$ cat src/rtl/printer_arbiter.sv
// printer_arbiter: round-robin sharing of one UART string printer among
// NUM_REQ command-shell requesters, with one print job in flight at a time.

module printer_arbiter_slot #(
  parameter int ID_W = 2
) (
  input  logic            clk,
  input  logic            rst,
  input  logic            enable,
  input  logic [ID_W-1:0] str_id,
  input  logic            clear,
  output logic            pending,
  output logic [ID_W-1:0] id,
  output logic            drop
);
  // A request landing in this slot's completion cycle re-arms it instead of dropping.
  logic accept;
  assign accept = enable && (!pending || clear);
  assign drop   = enable && pending && !clear;

  always_ff @(posedge clk or posedge rst) begin
    if (rst) begin
      pending <= 1'b0;
      id      <= '0;
    end else if (accept) begin
      pending <= 1'b1;
      id      <= str_id;
    end else if (clear) begin
      pending <= 1'b0;
    end
  end
endmodule

module printer_arbiter #(
  parameter int NUM_REQ = 4,
  parameter int ID_W    = 2
) (
  input  logic                    clk,
  input  logic                    rst,
  input  logic [NUM_REQ-1:0]      req_enable,
  input  logic [NUM_REQ*ID_W-1:0] req_str_id,
  output logic [NUM_REQ-1:0]      req_done,
  output logic [NUM_REQ-1:0]      req_busy,
  output logic                    req_overflow,
  output logic                    printer_enable,
  output logic [ID_W-1:0]         printer_str_id,
  input  logic                    printer_done,
  output logic [1:0]              arb_state
);
  localparam int IDX_W = $clog2(NUM_REQ);

  typedef enum logic [1:0] {S_IDLE = 2'd0, S_WAIT = 2'd1, S_DONE = 2'd2} state_t;

  state_t                       state, state_nxt;
  logic [NUM_REQ-1:0]           pending, clear, drop;
  logic [NUM_REQ-1:0][ID_W-1:0] id_reg;
  logic [IDX_W-1:0]             grant, last, winner;
  logic                         grant_load, done_hit;

  for (genvar i = 0; i < NUM_REQ; i++) begin : g_slot
    assign clear[i] = done_hit && (grant == IDX_W'(i));
    printer_arbiter_slot #(.ID_W(ID_W)) u_slot (
      .clk     (clk),
      .rst     (rst),
      .enable  (req_enable[i]),
      .str_id  (req_str_id[i*ID_W +: ID_W]),
      .clear   (clear[i]),
      .pending (pending[i]),
      .id      (id_reg[i]),
      .drop    (drop[i])
    );
  end

  assign req_busy  = pending;
  assign arb_state = state;

  // Walk last+NUM_REQ down to last+1 so the nearest pending requester wins.
  always_comb begin
    int j;
    j      = 0;
    winner = '0;
    for (int k = NUM_REQ; k >= 1; k--) begin
      j = (int'(last) + k) % NUM_REQ;
      if (pending[j[IDX_W-1:0]]) winner = j[IDX_W-1:0];
    end
  end

  always_ff @(posedge clk or posedge rst) begin
    if (rst) state <= S_IDLE;
    else     state <= state_nxt;
  end

  always_comb begin
    state_nxt = S_IDLE;
    case (state)
      S_IDLE:  state_nxt = (|pending) ? S_WAIT : S_IDLE;
      S_WAIT:  state_nxt = printer_done ? S_DONE : S_WAIT;
      S_DONE:  state_nxt = S_IDLE;
      default: state_nxt = S_IDLE;
    endcase
  end

  always_comb begin
    grant_load = (state == S_IDLE) && (|pending);
    done_hit   = (state == S_WAIT) && printer_done;
  end

  always_ff @(posedge clk or posedge rst) begin
    if (rst) begin
      grant          <= '0;
      last           <= IDX_W'(NUM_REQ - 1);
      printer_enable <= 1'b0;
      printer_str_id <= '0;
      req_done       <= '0;
      req_overflow   <= 1'b0;
    end else begin
      printer_enable <= grant_load;
      req_done       <= done_hit ? (NUM_REQ'(1) << grant) : '0;
      req_overflow   <= req_overflow || (|drop);
      if (grant_load) begin
        grant          <= winner;
        last           <= winner;
        printer_str_id <= id_reg[winner];
      end
    end
  end
endmodule

$ cat config.mk
export PLATFORM = sky130hd
export DESIGN_NAME = printer_arbiter
export DESIGN_NICKNAME = d
export VERILOG_FILES = /design/src/rtl/printer_arbiter.sv
export SDC_FILE = /design/constraint.sdc
export NUM_CORES = 1
export LEC_CHECK = 0
export CORE_MARGIN = 2
export CORE_UTILIZATION = 43
export DETAILED_ROUTE_END_ITERATION = 6
export GPL_TIMING_DRIVEN = 0
export MAX_ROUTING_LAYER = met4
export PLACE_DENSITY = 0.74
export SYNTH_ARGS = -nofsm -noshare
export SYNTH_HDL_FRONTEND = slang
export SYNTH_SLANG_ARGS = --single-unit
$ cat constraint.sdc
create_clock -name clk -period 1.65 [get_ports clk]
set_input_delay 0.4125 -clock clk [delete_from_list [all_inputs] [get_ports clk]]
set_output_delay 0.4125 -clock clk [all_outputs]
set_load 0.05 [all_outputs]
Yosys cells after proc, flatten, opt, wreduce, memory -nomap -nowiden
Cells that the tools add are included.

cells by class
  reductions and logical operators = 39
  muxes and demuxes = 26
  bitwise gates (word level) = 0
  divide/modulo/power cells = 0
  eq/ne operators = 4
  $lt $le $gt $ge = 5
  shift-type cells = 1
  multiply operators = 0
  add/sub/neg operators = 4

operators by type and width
  cell                                                  count
  logical AND 1 bit                                     18
  < comparator 2 x 3 -> 1 bit (second input constant)   5
  two-way mux 1 bit                                     13
  two-way mux 2 bit                                     6
  binary-select mux 1 bit (select 2 bit)                4
  logical NOT 1 bit                                     8
  nonzero test 2 bit                                    4
  OR reduction 4 bit                                    2
  logical OR 1 bit                                      5
  adder 2 x 1 -> 2 bit (second input constant)          2
  adder 2 bit (second input constant)                   2
  binary-select mux 2 bit (select 2 bit)                1
  equality test 2 x 1 -> 1 bit (second input constant)  2
  equality test 2 bit (second input constant)           2
  logical NOT 2 bit                                     2
  two-way mux 4 bit                                     1
  one-hot mux 2 bit (2 select lines)                    1
  left shift 1 x 2 -> 4 bit (first input constant)      1

word-level totals
  memory bits (writable) = 0
  word-level logic and storage cells = 94
  bits in latches = 0
  bits in registers = 26
  ROM bits = 0
  input port bits = 15
  output and inout port bits = 14
  memories kept = 0

Logic depth before layout (Yosys ltp)
Gate-level depths: netlist of the first run.

  depth in word-level cells = 9
  depth in mapped cells = 6
  gate-level depth less buffers = 5

Hierarchy
A second synthesis of the first run with hierarchy kept.

second synthesis, totals
  cell total of the unflattened synthesis = 111
  area total of the unflattened synthesis = 1277.5 µm²

modules (own cells, without submodules)
  module                sequential area each (µm²)  times used  area an instance (µm²)  cells each
  printer_arbiter       352.8                       1           716.9                   67
  printer_arbiter_slot  75.1                        4           140.1                   11

Least setup slack after synthesis of the first run
OpenSTA, ideal clock, no wires.

  kind = reg-to-reg
  from = register state[1], in the netlist arb_state[1]
  to = register g_slot[0].u_slot.id[0]
  stages on the path, launching flop included = 7
  arrival time = 1.690 ns
  buffers on the path = 1
  clock period less this slack = 1.817 ns
  data required time = 1.523 ns
  setup slack = -0.167 ns
  setup time = 0.127 ns
  path through = dfrtp_1 and3b_1 buf_2 nor3b_2 nand2b_1 nand2_1 mux2_1

on the way
  cells in the longest elaborated chain, start to end = 5

RTL lines
  what                          RTL line  text
  start, declared               54        state_t state, state_nxt;
  start signal, assigned        90        else state <= state_nxt;
  equality test 2 x 1 -> 1 bit  105       done_hit = (state == S_WAIT) && printer_done;
  logical AND 1 bit             105
  logical AND 1 bit             61        assign clear[i] = done_hit && (grant == IDX_W'(i));
  logical OR 1 bit              18        assign accept = enable && (!pending || clear);
  logical AND 1 bit             18
  end signal, assigned          27        id <= str_id;
  end, declared                 13        output logic [ID_W-1:0] id,

No other way between the ends.
A chain may end at the register's enable or synchronous reset.

Final worst setup path of the first run
  from = register last[1]
  to = register printer_str_id[0]

on the way
  cells in the longest elaborated chain, start to end = 9
  elaborated cells on any way between the ends = 18
  those cells by class = add/sub: 4; mux: 14

RTL lines
  what                                         RTL line  text
  start, declared                              57        logic [IDX_W-1:0] grant, last, winner;
  start signal, assigned                       111       last <= IDX_W'(NUM_REQ - 1);
  start signal, assigned                       122       last <= winner;
  adder 2 x 1 -> 2 bit                         83        j = (int'(last) + k) % NUM_REQ;
  binary-select mux 1 bit (select 2 bit)       84        if (pending[j[IDX_W-1:0]]) winner = j[IDX_W-1:0];
  two-way mux 1 bit (not written as such)      84
  two-way mux 2 bit (3 in series)              84
  two-way mux 2 bit (*)                        84
  binary-select mux 2 bit (select 2 bit) (*)   123       printer_str_id <= id_reg[winner];
  two-way mux 2 bit (not written as such) (*)  123
  end signal, assigned                         123
  end, declared                                46        output logic [ID_W-1:0] printer_str_id,

Every way passes the cells marked *; elsewhere a longest branch is shown, timed or not. The select of a mux whose other input is x is not followed.

==> results of run 1 <==
[timing repair]
action,4_1_cts,5_1_grt
setup buffers,1,0
setup endpoints to repair,21,15
cloned,0,0
resized for setup,39,18
pin swaps,5,2
[Yosys cell counts (2+ instances only)]
master    instances
inv_1             7
o21ai_1           3
dfrtp_1          24
mux2_1            8
nand2b_1          5
and3b_1           2
dfstp_2           2
nor2_1            5
nand2_1          13
buf_4             4
a21o_1            2
mux2i_1           3
nand3_1           3
o221ai_1          2
[area by class of cell]
cell class | count | share of cell area [%]
sequential | 26 | 42.67
multi-input combinational | 65 | 33.60
timing repair buffer | 29 | 15.63
tap | 31 | 2.510
buffer | 4 | 1.943
inverter | 8 | 1.943
clock buffer | 4 | 1.700
[metrics by stage]
stage,setup WS (ns),setup TNS [ns],total power (uW),std cells
final,0.03342,0,2751,167
after global routing,-0.07300,-0.1793,2930,167
after detailed placement,-0.4346,-4.277,2472,164
after CTS,0.002977,0,2692,167
after floorplan,0.007546,0,2096,105
after global placement,-0.3799,-3.764,2436,164
[how the worst min path moves through the flow]
stage,start,end,slack (ns),cells after the start
2_1_floorplan,rst,g_slot[0].u_slot.id[0]$_DFFE_PP0P_,0.45,1
3_3_place_gp,req_overflow$_DFF_PP0_,req_overflow$_DFF_PP0_,0.46,1
3_5_place_dp,printer_str_id[0]$_DFFE_PP0P_,printer_str_id[0]$_DFFE_PP0P_,0.47,2
4_1_cts,printer_done,arb_state[0]$_DFF_PP0_,0.40,2
5_1_grt,printer_done,arb_state[0]$_DFF_PP0_,0.39,2
6_report,printer_done,arb_state[0]$_DFF_PP0_,0.41,2
[critical path: stages (launching register included)]
cell	delay (ns)
dfstp_2	0.64
and3b_2	0.23
nor2_2	0.05
and2_4	0.15
o221a_1	0.27
o41ai_2	0.20
[cells in the final DEF, fill, tap and decap left out, types with 2 or more instances in the layout]
cell type / instances
and3b_2: 2
a21o_1: 2
inv_1: 7
nor2_1: 4
nand2b_1: 4
dfstp_2: 2
buf_4: 7
mux2_4: 2
dfrtp_2: 5
nand2_2: 2
nand3_1: 3
mux2i_2: 2
dfrtp_1: 19
clkdlybuf4s50_1: 13
mux2_1: 6
clkbuf_4: 3
clkbuf_2: 5
dlygate4sd2_1: 5
o21ai_1: 3
buf_2: 2
nand2_1: 11
[logic make-up (layout without fill, tap and decap cells)]
kind of cell    count (synthesis)  after routing  synth area share (%)
mux                            11             11                 10.12
simple gates                   37             37                 16.97
flops                          26             26                 55.01
buf+inv                        14             45                 6.428
compound gates                 17             17                 11.49
[layer usage]
metal	vias to the layer above	GRT usage [%]
li1	417	-
met1	423	20.06
met2	30	25.08
met3	6	2.535
met4	0	10.54
met5	-	-
[power by group through the flow]
stage	combinational [uW]	clock, uW	sequential, uW
after floorplan	777	0	1320
after global placement	1340	0	1090
after detailed placement	1360	0	1120
after CTS	1290	289	1110
after global routing	1450	316	1170
final	1340	277	1130
==> run_results.csv, run 1 <==
group,metric,value,unit
placed_design,dp_hpwl,1727,um
flow_run,maxCapViolCount,0,
synth,ys_seq_area_share,55.01,%
floorplan,rows,19,
synth,synth-async-reset-ratio,100.0,%
setup_path,critPathLaunch,"last[1]$_DFFE_PP1P_",
power_and_ir_drop,leakage,0.0007361,uW
cts,htreeDepth,1,
routing,met1_length,1031,um
routing,drc,0,
setup_path,end_kind,"register",
synth,ys_ff_latch,26,
synth,ys.flop_type,"dfrtp_1",
cts,hold_buffers,0,
power_and_ir_drop,p_seq_share,41.1,%
setup_path,r2r-start,"last[1]$_DFFE_PP1P_",
power_and_ir_drop,ir_worst_vdd,0.001078,V
power_and_ir_drop,comb_power_share,48.9,%
setup_path,arrival,1.85,ns
setup_path,crit_end,"printer_str_id[0]$_DFFE_PP0P_",
sta,post-route-min-period,1.617,ns
routing,totalWireLength,2297,um
power_and_ir_drop,internal_power,1581,uW
setup_path,crit_path_max_fanout,7,
cts,cts_buffer_depth,2,
floorplan,chipHeight,56.55,um
synth,ys_types,36,
global_routing,grt_use_total,16.37,%
sta,hold_ws,0.4124,ns
cells_and_area,diodes,0,
cells_and_area,register_area,659.4,um^2
routing,wl_met3,130,um
global_routing,grt_start_max_net_pins,27,
sta,drv_slew,0,
sta,fmax,618.6,MHz
placed_design,placed_cell_area,0.001519,mm^2
setup_path,r2r_end,"printer_str_id[0]$_DFFE_PP0P_",
routing,firstDrtPassIters,4,
global_routing,grt_pass1_wl,3939,um
power_and_ir_drop,power_density,1780,mW/mm^2
floorplan,design.die.area,0.003198,mm^2
setup_path,cp.required,1.88,ns
routing,ant_nets,0,
cts,cts_tree,"yes",
synth,synth.top_cell.area_share,50.58,%
cells_and_area,largest_reg_flops,8,
floorplan,ios,29,
floorplan,die_w,56.55,um
floorplan,initial_core_util,44.20,%
cells_and_area,fin_nets,152,
sta,slew_headroom,36.25,%
placed_design,io_buffers,28,
sta,setup_viol,0,
synth,avgSynthCellArea,11.31,um^2
synth,synth-edff-count,0,
setup_path,reg2reg_slack,0.03,ns
synth,synth_cells,105,
cells_and_area,fin_util,57.52,%
min_path,min_path_type,"primary input to register",
cts,cts.sinks,26,
global_routing,grt-ovfl-total,0,
power_and_ir_drop,p_sw_share,42.52,%
global_routing,antenna_found_initial,0,
synth,synthTopCellsByArea,"dfrtp_1, mux2_1, dfstp_2, nand2_1, nand2b_1",
outcome,outcome,"finished clean",
sta,worstMarginPinSlew,0.9551,ns
routing,wire_per_inst,13.75,um
sta,rsz0062_at_grt,"yes",
routing,met2_length,1087,um
routing,avgViaCountPerCell,5.246,
setup_path,reg2reg_depth,5,
cts,clkTransAtPathRegs,0.14,ns
cts,clockRootBuffer,"clkbuf_4",
synth,yosys.area.top_type,"dfrtp_1",
setup_path,path_class,"register to register",
cells_and_area,layout-drive-gt1-share,30.88,%
routing,drtIter0Drc,22,
cells_and_area,fillers,236,
synth,syn_area,0.001187,mm^2
routing,dr_total_vias,876,
synth,syn_nets,120,
cts,cts_buffers,3,
cells_and_area,multi_input_area,519.2,um^2
power_and_ir_drop,clkPwrFrac,10.1,%
sta,min_period_over_period,97.97,%
power_and_ir_drop,switchingPower,1170,uW
cts,worstSkewPairLatency,0.32,ns
placed_design,routabilityCongestion,0.8134,
global_routing,first_global_vias,898,
setup_path,critPathLaunchType,"register",
floorplan,coreArea,0.002686,mm^2
sta,hold_viol,0,
cells_and_area,final_area,0.001545,mm^2
cells_and_area,area.growth.synth_to_final,30.14,%
routing,top_layer,"met4",
synth,synth_warnings,0,
sta,skew,0.006027,ns
No activity file was read; power rests on OpenSTA's default activity.
==> inputs of run 2 (changes only) <==
--- a/config.mk
+++ b/config.mk
@@ -5,11 +5,11 @@
 export SDC_FILE = /design/constraint.sdc
 export NUM_CORES = 1
 export LEC_CHECK = 0
+export CORE_ASPECT_RATIO = 1.75
 export CORE_MARGIN = 2
 export CORE_UTILIZATION = 43
 export DETAILED_ROUTE_END_ITERATION = 6
 export GPL_TIMING_DRIVEN = 0
-export MAX_ROUTING_LAYER = met4
 export PLACE_DENSITY = 0.74
 export SYNTH_ARGS = -nofsm -noshare
 export SYNTH_HDL_FRONTEND = slang
==> run_results.csv, run 2 (synthesis results as in run 1) <==
group,metric,value,unit
outcome,outcome,"finished clean",
cells_and_area,area.growth.synth_to_final,34.46,%
cells_and_area,layout-drive-gt1-share,26.28,%
global_routing,grt_use_total,17.27,%
placed_design,placed_cell_area,0.001514,mm^2
sta,hold_viol,0,
cells_and_area,diodes,0,
placed_design,io_buffers,28,
min_path,min_path_type,"primary input to register",
routing,ant_nets,0,
global_routing,first_global_vias,876,
floorplan,chipHeight,73.52,um
routing,drc,0,
floorplan,die_w,43.73,um
routing,dr_total_vias,867,
cells_and_area,largest_reg_flops,8,
floorplan,design.die.area,0.003214,mm^2
placed_design,dp_hpwl,1864,um
setup_path,end_kind,"output port",
setup_path,path_class,"register to output port",
cts,hold_buffers,0,
placed_design,place_ws,-0.4358,ns
global_routing,grt_start_max_net_pins,27,
sta,slew_headroom,33.66,%
cts,worstSkewPairLatency,0.27,ns
floorplan,coreArea,0.002659,mm^2
cts,cts_buffers,3,
cts,htreeDepth,1,
routing,firstDrtPassIters,4,
cts,cts_tree,"yes",
sta,rsz0062_at_grt,"yes",
sta,tns,0,ns
sta,fin_ws,0.01523,ns
global_routing,grt-ovfl-total,0,
sta,min_period_over_period,99.08,%
floorplan,rows,25,
routing,drtIter0Drc,19,
power_and_ir_drop,leakage,0.0007742,uW
cells_and_area,final_area,0.001597,mm^2
cells_and_area,layout_commonest_cell,"dfrtp_1",
global_routing,grt_pass1_wl,4043,um
cells_and_area,fin_nets,153,
power_and_ir_drop,power_density,1807,mW/mm^2
floorplan,ios,29,
setup_path,crit_path_max_fanout,6,
sta,skew,0.003538,ns
sta,setup_viol,0,
cts,cts_buffer_depth,2,
routing,totalWireLength,2520,um
setup_path,cp.required,1.24,ns
setup_path,max_stage_delay,0.45,ns
setup_path,critPathLaunchType,"register",
floorplan,initial_core_util,44.66,%
flow_run,maxCapViolCount,0,
global_routing,antenna_found_initial,0,
routing,met2_length,1434,um
cts,cts.sinks,26,
setup_path,cpMaxStageDelayCell,"dfrtp_1",
routing,met1_length,965,um
routing,avgViaCountPerCell,5.287,
cells_and_area,final_cell_mix,"dfrtp_1, clkdlybuf4s50_1, nand2_1, dlygate4sd2_1, inv_1",
cts,clockRootBuffer,"clkbuf_8",
power_and_ir_drop,ir_worst_vdd,0.0009823,V
sta,worstMarginPinSlew,0.9940,ns
sta,fmax,611.7,MHz
cts,clkTransAtPathRegs,0.09,ns
power_and_ir_drop,p_total,2885,uW
routing,wire_per_inst,15.37,um
sta,post-route-min-period,1.635,ns
placed_design,routabilityCongestion,0.7556,
setup_path,arrival,1.22,ns
setup_path,crit_chain,"buf_4 -> clkdlybuf4s18_2",
sta,drv_slew,0,
routing,wl_met3,57,um
routing,top_layer,"met4",
-- run 2: changes by cell type in the layout (fill, tap and decap cells not counted), sizes merged --
| cell | previous run | this run |
|---|---|---|
| dlygate4sd2 | 5 | 11 |
| clkdlybuf4s15 | 1 | 0 |
| clkdlybuf4s18 | 0 | 1 |
| clkbuf | 9 | 4 |
-- run 2: timing repair --
action	in CTS	in global routing
pin swaps	5	1
resized for setup	31	13
gates cloned	0	0
setup buffers	0	1
endpoints found under the setup margin	25	9
-- run 2: metrics by stage --
step | util (%) | cells | hold WS, ns
final | 60.05 | 164 | 0.4519
after global routing | 60.05 | 164 | 0.4498
after CTS | 59.11 | 163 | 0.4503
after detailed placement | 56.94 | 160 | 0.4643
after global placement | 56.94 | 160 | 0.4592
after floorplan | - | 105 | 0.4509
-- run 2: where the power goes --
part	switching [uW]	internal (uW)	leakage (uW)	total [uW]
combinational	786	598	0.000452	1380
sequential	223	905	0.000299	1130
clock	201	173	0.0000228	374
total	1210	1680	0.000774	2890
-- run 2: path summary, 6_finish.rpt --
kind	from	end	slack, ns	depth (start not counted)
max	g_slot[2].u_slot.pending$_DFFE_PP0P_	req_busy[2]	0.02	2
min	printer_done	arb_state[0]$_DFF_PP0_	0.45	2
max reg2reg	last[1]$_DFFE_PP1P_	printer_str_id[0]$_DFFE_PP0P_	0.02	5
min reg2reg	req_overflow$_DFF_PP0_	req_overflow$_DFF_PP0_	0.47	1
max in group asynchronous	rst	arb_state[0]$_DFF_PP0_	0.31	2
min in group asynchronous	rst	g_slot[0].u_slot.id[1]$_DFFE_PP0P_	0.67	2
-- run 2: cell type report --
type,instances,area (um^2)
Timing Repair Buffer,29,261.5
Sequential cell,26,659.4
Fill cell,229,1062
Clock buffer,4,45.04
Tap cell,27,33.78
Multi-Input combinational cell,65,525.5
Buffer,5,41.29
Inverter,8,30.03
-- run 2: critical path, delay by kind of cell (launching register included) --
kind	cells	cell delay, ns
DFF	1	0.45
buffers and inverters	2	0.49
-- run 2: per-layer routing --
metal / vias up / global-route usage (%)
met4: 0 / 11.11
met2: 13 / 28.76
li1: 423 / -
met1: 427 / 20.77
met3: 4 / 1.474
met5: - / 0
